### config.mk
export PLATFORM = sky130hd
export DESIGN_NAME = mod_counter
export DESIGN_NICKNAME = d
export VERILOG_FILES = /design/src/rtl/mod_counter.sv
export SDC_FILE = /design/constraint.sdc
export NUM_CORES = 1
export LEC_CHECK = 0
export BUFFER_PORTS_ARGS = -buffer_cell sky130_fd_sc_hd__buf_4
export CAP_MARGIN = 5
export CORE_AREA = 3 3 40 42
export CTS_BUF_LIST = sky130_fd_sc_hd__clkbuf_4
export DETAILED_ROUTE_END_ITERATION = 7
export DIE_AREA = 0 0 43 45
export SLEW_MARGIN = 0
export SYNTH_ARGS = -nofsm -noshare
export SYNTH_HDL_FRONTEND = slang
export SYNTH_SLANG_ARGS = --single-unit
### constraint.sdc
create_clock -name clk -period 3.3 [get_ports clk]
set_clock_uncertainty 0.15 [all_clocks]
set_input_delay 0.495 -clock clk [delete_from_list [all_inputs] [get_ports clk]]
set_output_delay 0.495 -clock clk [all_outputs]
set_load 0.03 [all_outputs]
### src/rtl/mod_counter.sv
// mod_counter: WIDTH-bit up/down counter with top value MAX, load, wrap/saturate modes and enable prescaler.
module mod_counter #(
  parameter int unsigned WIDTH = 4,
  parameter logic [WIDTH-1:0] MAX = '1,
  parameter int unsigned PRESCALE = 1
) (
  input  logic             clk,
  input  logic             reset,
  input  logic             clr,
  input  logic             en,
  input  logic             load,
  input  logic [WIDTH-1:0] din,
  input  logic             up,
  input  logic             sat,
  output logic [WIDTH-1:0] cnt,
  output logic             tc,
  output logic             wrap,
  output logic             ovf
);
  localparam int unsigned PW = PRESCALE > 1 ? $clog2(PRESCALE) : 1;
  localparam logic [PW-1:0] PTOP = PW'(PRESCALE - 1);
  logic [PW-1:0] pre;
  logic last, lim;
  assign last = pre == PTOP;
  assign lim  = up ? cnt == MAX : cnt == '0;
  assign tc   = lim;
  always_ff @(posedge clk) begin
    if (reset || clr) begin
      cnt  <= '0;
      pre  <= '0;
      wrap <= 1'b0;
      ovf  <= 1'b0;
    end else if (load) begin
      cnt  <= din > MAX ? MAX : din;
      pre  <= '0;
      wrap <= 1'b0;
    end else begin
      wrap <= 1'b0;
      if (en) begin
        pre <= last ? '0 : pre + 1'b1;
        // a step at the limit either wraps to the opposite end or is blocked
        if (last) begin
          if (!lim) cnt <= up ? cnt + 1'b1 : cnt - 1'b1;
          else if (sat) ovf <= 1'b1;
          else begin
            cnt  <= up ? '0 : MAX;
            wrap <= 1'b1;
          end
        end
      end
    end
  end
endmodule
==> results.ini <==
[floorplan]
ioPinCount=18
die_y_um=45
die_w_um=43
die_area_sq_mm=0.00194
rows=13
core_sq_mm=0.00128
initial_core_util=0.337

[clock_network]
htree_levels=1
hold_buffers=0
ctsResizeCount=0
insertion_delay_ns=0.25
cts_tree=yes
numClockSinks=6
cts_buffer_depth=2
clkSlewWorstSetupHoldPaths_ns=0.05
post_cts_buffers=0
root_buffer=clkbuf_4
numCtsBuffers=3

[layout]
area_delta_synth_final_pct=39.0
finalInstanceArea_sq_um=602
layout_commonest_cell=buf_4
final_nets=88
final_cell_mix=17 x buf_4, 7 x inv_1, 6 x dfxtp_1
drive_gt1_frac=0.333
num_antenna_cells=0

[placed_design]
placed_cell_area_sq_um=579
gp_congestion=0.862
dpl.hpwl_um=826
numPortBuffers=17

[grt]
antenna_found_initial=0
grt_pass1_vias=432
grt_pass1_wl_um=1870
grt_max_degree=8
grt_util_all_layers=0.131
grt_overflow=0

[synthesis]
synth-warning-count=0
synth-xor-area-share=0.0607
ys_seq_elements=6
synth_edf_count=0
synth_fa_ha_area_frac=0.104
ys_seq_area_frac=0.277
avgSynthCellArea_sq_um=8.33
async_flop_share=0
synthSimpleGateAreaFrac=0.223
syn_area_sq_um=433
syn_nets=66
synth.distinct_cells=24
synth_top_family_by_area=compound AO/OA/AOI/OAI gates
synth_cells=52
synthMuxAreaShare=0
synth_compound_area_frac=0.275
ys.flop_type=dfxtp_1

[power_and_ir_drop]
p_sw_frac=0.317
ir_worst_vdd_uv=150
p_switching_mw=0.0673
power.density_mw_per_mm2=353
intPower_mw=0.145
pwr-share-seq=0.380
cellLeakagePower_nw=0.269
pwr-share-comb=0.288
pwr-share-clk=0.332

[critical_path]
critPathMaxFanout=7
path_cells=nand4_1 > or2_1 > nand2_1 > buf_4
cpLargestDelayFamily=simple AND/OR/NAND/NOR gates
worstPathRequired_ns=2.65
cp.arrival_ns=1.49
critPathCaptureType=primary output
r2r-start=cnt[1]
critPathKind=register to primary output
path_buf_inv=1
startpoint=cnt[0]
cp-start-kind=register
crit_path_max_incr_delay_ns=0.47
slowest_stage=dfxtp_1

[routing]
ant_nets=0
via_per_inst=5.11
drt_wl_total_um=1050
remaining_drc_errors=0
first_pass_iters=4
top_layer=met3
post_drt_wl_per_cell_um=12.1
vias=445
wl_met3_um=90
wl_met1_um=489
wl_met2_um=472
first_iter_violations=9

[hold_path]
hold_path.class=input port to register
min_from=reset

[sta]
drv_slew=0
rsz0062_at_grt=no
max_freq_mhz=469
max_slew.worst_pin.slew_ns=0.404
hold_viol=0
min_period_over_period=0.646
setup_violations=0
relSlewSlack=0.728
period_needed_ns=2.13
setup_tns_ns=0

[status]
status=completed

[run]
cap_violations=0

[metrics by stage]
stage / total power [mW] / worst slack [ns] / hold slack [ns] / util / std cells
after global placement: 0.143 / 1.32 / 0.352 / 0.451 / 84
after global routing: 0.227 / 0.994 / 0.270 / 0.468 / 87
final: 0.212 / 1.17 / 0.269 / 0.468 / 87
after CTS: 0.217 / 1.14 / 0.261 / 0.468 / 87
after floorplan: 0.119 / 1.32 / 0.422 / - / 52
after detailed placement: 0.144 / 1.28 / 0.366 / 0.451 / 84
[cell type report]
class | count | area (sq um)
timing repair buffer | 17 | 128
sequential | 6 | 120
tap | 15 | 18.8
fill | 132 | 683
inverter | 7 | 26.3
multi-input combinational | 39 | 287
clock buffer | 3 | 22.5
[logic make-up after synthesis]
kind of cell / Yosys count
AND/OR/NAND/NOR: 17
AO/OA/AOI/OAI: 16
buffers and inverters: 7
flip-flops: 6
XOR/XNOR: 3
adder cells (fa/ha/maj): 3
[state kept, by name, summed over array words and instances, names as in the netlist]
signal,count
cnt,4
ovf,1
wrap,1
[per-layer routing]
layer,vias up,track usage
li1,230,-
met1,201,0.177
met2,14,0.189
met3,0,0.0478
met4,0,0.0542
met5,-,0
[cell usage after synthesis (2+ instances only)]
master / instances / area, sq um
a211oi_1: 2 / 15.0
a21oi_1: 3 / 15.0
o21ai_0: 3 / 15.0
xnor2_1: 3 / 26.3
nor3_1: 2 / 10.0
nand2_1: 5 / 18.8
dfxtp_1: 6 / 120
nor2_1: 3 / 11.3
or2_1: 2 / 12.5
inv_1: 7 / 26.3
ha_1: 2 / 25.0
a31oi_1: 2 / 12.5
[path summary, 6_finish.rpt]
| check | end | cells past startpoint | slack [ns] |
|---|---|---|---|
| worst max-delay path | tc | 4 | 1.17 |
| worst min register to register | cnt[2] | 2 | 0.37 |
| worst max register to register | cnt[3] | 6 | 1.55 |
| worst min-delay path | ovf | 2 | 0.27 |
[power groups by stage]
stage / Combinational, mW / Clock, mW / Sequential, mW
after floorplan: 0.0318 / 0 / 0.0874
after global placement: 0.0611 / 0 / 0.0822
after detailed placement: 0.0613 / 0 / 0.0823
after CTS: 0.0613 / 0.0744 / 0.0808
after global routing: 0.0683 / 0.0768 / 0.0817
final: 0.0612 / 0.0705 / 0.0808
No activity file was read; power rests on OpenSTA's default activity.
